**src/rtl/seg7_pkg.sv**
```systemverilog
// rtl/seg7_pkg.sv - shared types and constants for the 7-segment output driver
package seg7_pkg;

  typedef enum logic [1:0] {
    IDLE,
    CONVERT,
    COMMIT
  } state_t;

  localparam logic [7:0] SEG_0     = 8'h3F;
  localparam logic [7:0] SEG_1     = 8'h06;
  localparam logic [7:0] SEG_2     = 8'h5B;
  localparam logic [7:0] SEG_3     = 8'h4F;
  localparam logic [7:0] SEG_4     = 8'h66;
  localparam logic [7:0] SEG_5     = 8'h6D;
  localparam logic [7:0] SEG_6     = 8'h7D;
  localparam logic [7:0] SEG_7     = 8'h07;
  localparam logic [7:0] SEG_8     = 8'h7F;
  localparam logic [7:0] SEG_9     = 8'h6F;
  localparam logic [7:0] SEG_BLANK = 8'h00;
  localparam int         DP_BIT    = 7;

  localparam logic [2:0] DIGIT_UNITS    = 3'b001;
  localparam logic [2:0] DIGIT_TENS     = 3'b010;
  localparam logic [2:0] DIGIT_HUNDREDS = 3'b100;

  // Two's-complement magnitude; -128 maps to 128 in the unsigned 8-bit result.
  function automatic logic [7:0] magnitude(input logic [7:0] v, input logic is_signed);
    return (is_signed && v[7]) ? (~v + 8'd1) : v;
  endfunction

endpackage

```
**src/rtl/seg7_decode.sv**
```systemverilog
// rtl/seg7_decode.sv - BCD digit to segment pattern with blanking and decimal point
module seg7_decode
  import seg7_pkg::*;
(
  input  logic [3:0] bcd,
  input  logic       blank,
  input  logic       dp,
  output logic [7:0] seg
);

  logic [7:0] glyph;

  always_comb begin
    glyph = SEG_BLANK;
    case (bcd)
      4'd0: glyph = SEG_0;
      4'd1: glyph = SEG_1;
      4'd2: glyph = SEG_2;
      4'd3: glyph = SEG_3;
      4'd4: glyph = SEG_4;
      4'd5: glyph = SEG_5;
      4'd6: glyph = SEG_6;
      4'd7: glyph = SEG_7;
      4'd8: glyph = SEG_8;
      4'd9: glyph = SEG_9;
      default: glyph = SEG_BLANK;
    endcase
    seg = blank ? SEG_BLANK : glyph;
    seg[DP_BIT] = dp;
  end

endmodule

```
**src/rtl/seg7_out_driver.sv**
```systemverilog
// rtl/seg7_out_driver.sv - byte to 3-digit multiplexed display via sequential double-dabble
module seg7_out_driver
  import seg7_pkg::*;
#(
  parameter logic [23:0] REFRESH_COUNT = 24'd10_000
) (
  input  logic       clk,
  input  logic       rst,
  input  logic [7:0] value,
  input  logic       load,
  input  logic       mode_signed,
  output logic [7:0] seg,
  output logic [2:0] digit_en,
  output logic       busy
);

  state_t      state, state_next;
  logic [7:0]  bin;
  logic [11:0] bcd, bcd_adj;
  logic [3:0]  iter;
  logic        neg_work;
  logic        pend_valid;
  logic [7:0]  pend_value;
  logic        pend_signed;
  logic [11:0] disp_bcd;
  logic        disp_neg;
  logic [23:0] refresh_cnt;

  logic        start;
  logic [7:0]  src_value;
  logic        src_signed;
  logic [3:0]  mux_bcd;
  logic        mux_blank;
  logic        mux_dp;

  always_comb begin
    for (int i = 0; i < 3; i++) begin
      bcd_adj[4*i +: 4] = (bcd[4*i +: 4] >= 4'd5) ? bcd[4*i +: 4] + 4'd3 : bcd[4*i +: 4];
    end
  end

  // A load arriving in the COMMIT cycle takes priority over the stored pending value.
  always_comb begin
    src_value  = value;
    src_signed = mode_signed;
    if (state == COMMIT && !load) begin
      src_value  = pend_value;
      src_signed = pend_signed;
    end
    start = (state == IDLE && load) || (state == COMMIT && (load || pend_valid));
  end

  always_comb begin
    state_next = state;
    case (state)
      IDLE:    if (load) state_next = CONVERT;
      CONVERT: if (iter == 4'd7) state_next = COMMIT;
      COMMIT:  state_next = (load || pend_valid) ? CONVERT : IDLE;
      default: state_next = IDLE;
    endcase
  end

  always_ff @(posedge clk) begin
    if (rst) begin
      state       <= IDLE;
      bin         <= 8'd0;
      bcd         <= 12'd0;
      iter        <= 4'd0;
      neg_work    <= 1'b0;
      pend_valid  <= 1'b0;
      pend_value  <= 8'd0;
      pend_signed <= 1'b0;
      disp_bcd    <= 12'd0;
      disp_neg    <= 1'b0;
    end else begin
      state <= state_next;
      if (state == CONVERT) begin
        {bcd, bin} <= {bcd_adj, bin} << 1;
        iter       <= iter + 4'd1;
        if (load) begin
          pend_valid  <= 1'b1;
          pend_value  <= value;
          pend_signed <= mode_signed;
        end
      end
      if (state == COMMIT) begin
        disp_bcd   <= bcd;
        disp_neg   <= neg_work;
        pend_valid <= 1'b0;
      end
      if (start) begin
        bin      <= magnitude(src_value, src_signed);
        neg_work <= src_signed && src_value[7];
        bcd      <= 12'd0;
        iter     <= 4'd0;
      end
    end
  end

  always_ff @(posedge clk) begin
    if (rst) begin
      refresh_cnt <= 24'd0;
      digit_en    <= DIGIT_UNITS;
    end else if (refresh_cnt == REFRESH_COUNT - 24'd1) begin
      refresh_cnt <= 24'd0;
      digit_en    <= {digit_en[1:0], digit_en[2]};
    end else begin
      refresh_cnt <= refresh_cnt + 24'd1;
    end
  end

  // Leading-zero suppression: tens blanks only when hundreds is also zero.
  always_comb begin
    mux_bcd   = disp_bcd[3:0];
    mux_blank = 1'b0;
    mux_dp    = 1'b0;
    case (digit_en)
      DIGIT_TENS: begin
        mux_bcd   = disp_bcd[7:4];
        mux_blank = (disp_bcd[11:4] == 8'd0);
      end
      DIGIT_HUNDREDS: begin
        mux_bcd   = disp_bcd[11:8];
        mux_blank = (disp_bcd[11:8] == 4'd0);
        mux_dp    = disp_neg;
      end
      default: ;
    endcase
  end

  seg7_decode u_decode (
    .bcd   (mux_bcd),
    .blank (mux_blank),
    .dp    (mux_dp),
    .seg   (seg)
  );

  assign busy = (state != IDLE);

endmodule
```
**config.mk**
```make
export PLATFORM = sky130hd
export DESIGN_NAME = seg7_out_driver
export DESIGN_NICKNAME = d
export VERILOG_FILES = /design/src/rtl/seg7_pkg.sv /design/src/rtl/seg7_decode.sv /design/src/rtl/seg7_out_driver.sv
export SDC_FILE = /design/constraint.sdc
export NUM_CORES = 1
export LEC_CHECK = 0
export BUFFER_PORTS_ARGS = -buffer_cell sky130_fd_sc_hd__buf_4
export CAP_MARGIN = 20
export CORE_UTILIZATION = 45
export DETAILED_ROUTE_END_ITERATION = 12
export PLACE_DENSITY_LB_ADDON = 0.05
export RECOVER_POWER = 50
export SETUP_SLACK_MARGIN = 0.4
export SLEW_MARGIN = 10
export SYNTH_ARGS = -nofsm -noshare
export SYNTH_HDL_FRONTEND = slang
export SYNTH_SLANG_ARGS = --single-unit
```
**constraint.sdc**
```tcl
create_clock -name clk -period 2.6 [get_ports clk]
set_input_delay 0 -clock clk [delete_from_list [all_inputs] [get_ports clk]]
set_output_delay 0 -clock clk [all_outputs]
set_load 0.1 [all_outputs]
```
# ---- Yosys cells after proc, flatten, opt, wreduce, memory -nomap -nowiden
# Memories as Yosys holds them, arrays and structs flattened.
# Cells that the tools add are included.
dict set report totals {
  ff_bits 77
  rom_bits 112
  input_bits 12
  out_inout_bits 12
  wordCells 64
  n_memories 1
}
# memory words word_bits read_ports rd_clocked_by_memory_dff write_ports line
set memory_table {}
lappend memory_table {{(no name shown)} 16 7 1 0 0 seg7_decode.sv:15} ;# case (bcd)
dict set report op_classes {
  addsub 6
  magnitude_cmp 3
  eq_ne 8
  n_mux 16
  n_bitwise 1
  reduce_logical 17
}
# cell count
set ops {}
lappend ops {{$mux W8} 4}
lappend ops {{$add A24 B1 Y24 const B} 1}
lappend ops {{$eq A24 B14 Y1 const B} 1}
lappend ops {{$ge A4 B3 Y1 const B} 3}
lappend ops {{$add A4 B2 Y4 const B} 2}
lappend ops {{$add A8 B1 Y8 const B} 1}
lappend ops {{$logic_not A8 Y1} 1}
lappend ops {{$mux W4} 2}
lappend ops {{$not A8 Y8} 1}
lappend ops {{$pmux W4 S2} 1}
lappend ops {{$mux W7} 1}
lappend ops {{$pmux W2 S3} 1}
lappend ops {{$reduce_or A2 Y1} 3}
lappend ops {{$add A4 B1 Y4 const B} 1}
lappend ops {{$eq A4 B3 Y1 const B} 1}
lappend ops {{$logic_and A1 B1 Y1} 4}
lappend ops {{$logic_not A4 Y1} 1}
lappend ops {{$mux W2} 2}
lappend ops {{$ne A2 B2 Y1 const B} 2}
lappend ops {{$reduce_and A2 Y1} 2}
lappend ops {{$reduce_bool A2 Y1} 2}
lappend ops {{$add A3 B2 Y3 const B} 1}
lappend ops {{$eq A3 B2 Y1 const B} 1}
lappend ops {{$eq A3 B3 Y1 const B} 1}
lappend ops {{8 further kinds} 11}

# ---- Longest topological paths before layout
dict set report logic_depth {
  depth_word 7
  ltp_mapped 9
  depth_no_buf 8
}

# ---- Modules after synthesis
# From an unflattened synthesis, not the netlist that was laid out.
dict set report unflattened {
  hier_cells 491
  hier_area_um2 4016.4
}
# module instances cells_per_inst area_per_inst_um2 seq_area_each_um2
set modules_own_cells {}
lappend modules_own_cells {seg7_out_driver 1 459 3778.6 1541.5}
lappend modules_own_cells {seg7_decode 1 32 237.7 0.0}

# ---- Worst setup path before layout
# No wires, ideal clock.
dict set report synth_timing {
  path_type {register to output}
  start {reg digit_en[1]}
  end {out seg[0]}
  arrival_ns 4.875
  required_ns 2.600
  setup_slack_ns -2.275
  stages_incl_launch_ff 7
  n_path_buf 0
  path_cell_list {dfxtp_1 > nand2b_1 > o311ai_0 > inv_1 > ha_1 > mux2_2 > a211oi_1}
}
dict set report synth_via {
  elab_chain_cells 4
  word_cells_on_any_way 6
  classes_between {2 x eq/ne; 3 x mux; 1 x memory}
}
# element line
set synth_rtl {}
lappend synth_rtl {{start, declared} seg7_out_driver.sv:13} ;# output logic [2:0] digit_en,
lappend synth_rtl {{start signal, assigned} seg7_out_driver.sv:106} ;# digit_en <= {digit_en[1:0], digit_en[2]};
lappend synth_rtl {{$eq A3 B3 Y1 or $eq A3 B2 Y1 (tied branches)} seg7_out_driver.sv:117} ;# case (digit_en)
lappend synth_rtl {{$pmux W4 S2} seg7_out_driver.sv:117}
lappend synth_rtl {{$mem_v2 Z16 W7} --}
lappend synth_rtl {{$mux W7 (*)} seg7_decode.sv:28} ;# seg = blank ? SEG_BLANK : glyph;
lappend synth_rtl {{end, declared} seg7_out_driver.sv:12} ;# output logic [7:0] seg,
# Every way passes the cells marked *; elsewhere a longest branch is shown, timed or not.

# ---- Final worst setup path
dict set report layout_timing {
  start {reg state[0]}
  end {reg pend_value[5]}
}
dict set report layout_via {
  elab_chain_cells 2
}
# element line
set layout_rtl {}
lappend layout_rtl {{start, declared} seg7_out_driver.sv:17} ;# state_t state, state_next;
lappend layout_rtl {{start signal, assigned} seg7_out_driver.sv:76} ;# state <= state_next;
lappend layout_rtl {{$eq A2 B1 Y1} seg7_out_driver.sv:77} ;# if (state == CONVERT) begin
lappend layout_rtl {{$reduce_and A2 Y1 (no line)} --}
lappend layout_rtl {{end signal, assigned} seg7_out_driver.sv:82} ;# pend_value <= value;
lappend layout_rtl {{end, declared} seg7_out_driver.sv:23} ;# logic [7:0] pend_value;
# Every way passes these cells.
# A chain may end at the register's enable or synchronous reset.

==> impl_metrics.yaml <==
placement:
  dp_hpwl_mm: 6.29
  gp_congestion: 0.788
  place_inst: 613
  io_buffer_count: 23
  dp_slack_ns: 0.462
  placed_cell_area_mm2: 0.00451
timing:
  rsz0062_at_grt: "yes"
  timing.final.crit_share_pct: 91.1
  fmax_ghz: 0.422
  timing.hold.ws_ns: 0.0661
  slew_headroom_pct: 20.8
  finClkSkew_ns: 0.0149
  hold_violations: 0
  setup_viol_count_final: 0
  fin_ws_ns: 0.232
  setup_tns_ns: 0
  drv_slew: 0
  min_period_ns: 2.37
  tightestPinTransition_ns: 1.19
critical_path:
  reg2reg_from: "state[0]"
  cp_max_fo: 17
  cp.arrival_ns: 2.65
  crit_path_start: "state[0]"
  startpoint_type: "flop"
  end_kind: "flop"
  worst-setup-path-type: "flop to flop"
  regToRegSetupSlack_ns: 0.23
  endpoint: "pend_value[5]"
  rr_worst_depth: 5
  required_ns: 2.88
  rr_endpoint: "pend_value[5]"
yosys:
  synth_top_family_by_area: "simple AND/OR/NAND/NOR gates"
  synth.avg_cell_area_um2: 8.06
  synth.distinct_cells: 52
  ys.flop_type: "dfxtp_1"
  synthArstFlopShare_pct: 0
  synthTopCellsByArea: "dfxtp_1 38%, nand2_1 6.7%, a21oi_1 5.5%"
  synth_mux_area_share_pct: 3.81
  synth_compound_area_share_pct: 14.7
  syn-num-nets: 526
  synth-edff-count: 0
  synthAdderAreaFrac_pct: 4.03
  synth_top_area_share_pct: 38.2
  yosysSeqAreaShare_pct: 38.2
  yosys_warnings: 0
  netlist_instances: 501
  ys_ff_latch: 77
  netlist_area_mm2: 0.00404
  synth_top_area_cell: "dfxtp_1"
  yosys.area_share.simple_pct: 26.1
  synth_xor_area_share_pct: 8.68
global_routing:
  overflow: 0
  grt_max_degree: 41
  first_global_vias: 3465
  antenna_found_initial: 0
  grt_pass1_wl_mm: 16.4
  grt_usage_pct: 21.1
worst_hold_path:
  hold_path.class: "input port to flop"
clock_network:
  cts_tree: "built"
  root_buffer: "clkbuf_8"
  cts_buffer_depth: 2
  cts.clk_slew.worst_paths_ns: 0.09
  numCtsBuffers: 9
  cts_sinks: 77
  clk-insertion-delay-late_ns: 0.35
  htreeDepth: 3
route:
  via_per_inst: 5.45
  drc: 0
  wl_per_cell_um: 14.4
  first_pass_iters: 4
  first_iter_violations: 149
  ant_nets: 0
  routed_wl_mm: 9.61
  vias: 3634
floorplanning:
  rows: 34
  core_area_mm2: 0.00872
  io_pins: 24
  die_h_um: 96.7
  fp.dieArea_mm2: 0.00935
  initial_utilization_pct: 46.3
  die_x_um: 96.7
pwr:
  p_leak_nw: 1.89
  ir_worst_vdd_mv: 0.263
  p_per_area_mw_per_mm2: 447
final_layout:
  drive_above_1_share_pct: 19.0
  final_cell_area_mm2: 0.00523
  final_nets: 579
  syn_to_final_growth_pct: 29.6
  diodes: 0
  fin_cells: 667
outcome:
  status: "finished clean"
job:
  cap_violations: 0
[flip-flops by register name, indices dropped and copies added (netlist names)]
signal,flops
state,2
digit_en,3
bcd,12
disp_bcd,12
neg_work,1
disp_neg,1
iter,4
bin,8
pend_signed,1
refresh_cnt,24
pend_valid,1
pend_value,8
[worst min path at each step]
stage / from / end / cells past startpoint
global route: load / bin[4] / 3
detailed placement: value[3] / pend_value[3] / 3
finish: load / bin[4] / 3
global placement: value[3] / pend_value[3] / 3
CTS: load / bin[4] / 3
floorplan: rst / digit_en[0] / 2
[Yosys cell counts (2+ instances only)]
cell type	instances
nand3_1	17
and3_1	4
buf_6	2
a211oi_1	3
mux2i_1	12
o21ai_0	17
nor2_1	56
ha_1	13
clkbuf_1	23
or2_2	2
nor4_1	5
nand4_1	8
and2_1	2
nor3_1	17
mux2_2	3
buf_4	2
or4_1	3
xnor2_1	20
nand2_1	72
o211ai_1	4
o221ai_1	2
inv_1	15
a21oi_1	44
o32ai_1	2
nor3b_1	2
nor4b_1	3
nor2b_1	5
nand2b_1	9
o311ai_0	5
o22ai_1	2
o21bai_1	4
xor2_1	20
dfxtp_1	77
or3_1	4
a311oi_1	5
[what timing repair did]
item                                   CTS  global route
setup endpoints to repair                7             8
gates resized for setup                 42             8
hold buffers                            12             0
endpoints found under the hold margin    9             0
buffers inserted                        22             4
pin swaps                               11             7
[per-stage QoR]
stage	power, mW	util, %
2_1_floorplan	1.38	-
3_3_place_gp	1.44	51.8
3_5_place_dp	1.44	51.8
4_1_cts	2.36	59.5
5_1_grt	2.44	60.0
6_report	2.34	60.0
[cell type report]
class,instances,area [um2]
clock buffer,10,128
clock inverter,6,70.1
fill,763,3490
inverter,15,56.3
multi-input combinational,381,2630
sequential,77,1550
tap,108,135
timing repair buffer,70,659
[critical path, cell delays in order, from the launching register on]
cell and delay, ns:
dfxtp_1 0.53, nor2b_1 0.21, clkbuf_1 0.65, nand3_1 0.17, dlygate4sd3_1 0.59, a21oi_1 0.15
[placed cells by master, fill, tap and decap left out, types with 4 or more instances in the layout]
master / netlist / final
clkbuf_8: 0 / 9
mux2i_1: 12 / 10
a21oi_1: 44 / 42
dlygate4sd3_1: 0 / 12
nand4_1: 8 / 8
buf_4: 2 / 35
buf_6: 2 / 5
nor3_1: 17 / 15
a311oi_1: 5 / 4
o211ai_1: 4 / 4
dfxtp_1: 77 / 73
xnor2_1: 20 / 20
nand3_1: 17 / 17
o21ai_0: 17 / 15
nor4_1: 5 / 5
nor2b_1: 5 / 5
inv_1: 15 / 13
nor2_1: 56 / 56
nand2_1: 72 / 72
or3_1: 4 / 4
xor2_1: 20 / 20
nand2b_1: 9 / 6
ha_1: 13 / 9
buf_12: 0 / 8
clkbuf_1: 23 / 9
[cells by family (layout without fill, tap and decap cells)]
family,after synthesis,count (layout)
xor gates and xnor gates,40,40
buffers and inverters,43,101
AOI/OAI and AO/OA,95,95
and+or+nand+nor,218,218
DFF,77,77
muxes,15,15
adders and majority gates,13,13
[power by group]
part	internal, mW	switching (mW)	total [mW]
Combinational	0.0744	0.117	0.191
Sequential	1.20	0.0261	1.23
Clock	0.453	0.465	0.918
Total	1.73	0.608	2.34
[per-layer routing]
metal  global-route usage, %  part of all wire, %
met1                    28.1                   48
met4                    7.92                  1.5
met3                    2.89                  3.3
met2                    34.6                   48
met5                       0                    0
(Power assumes the default switching activity.)
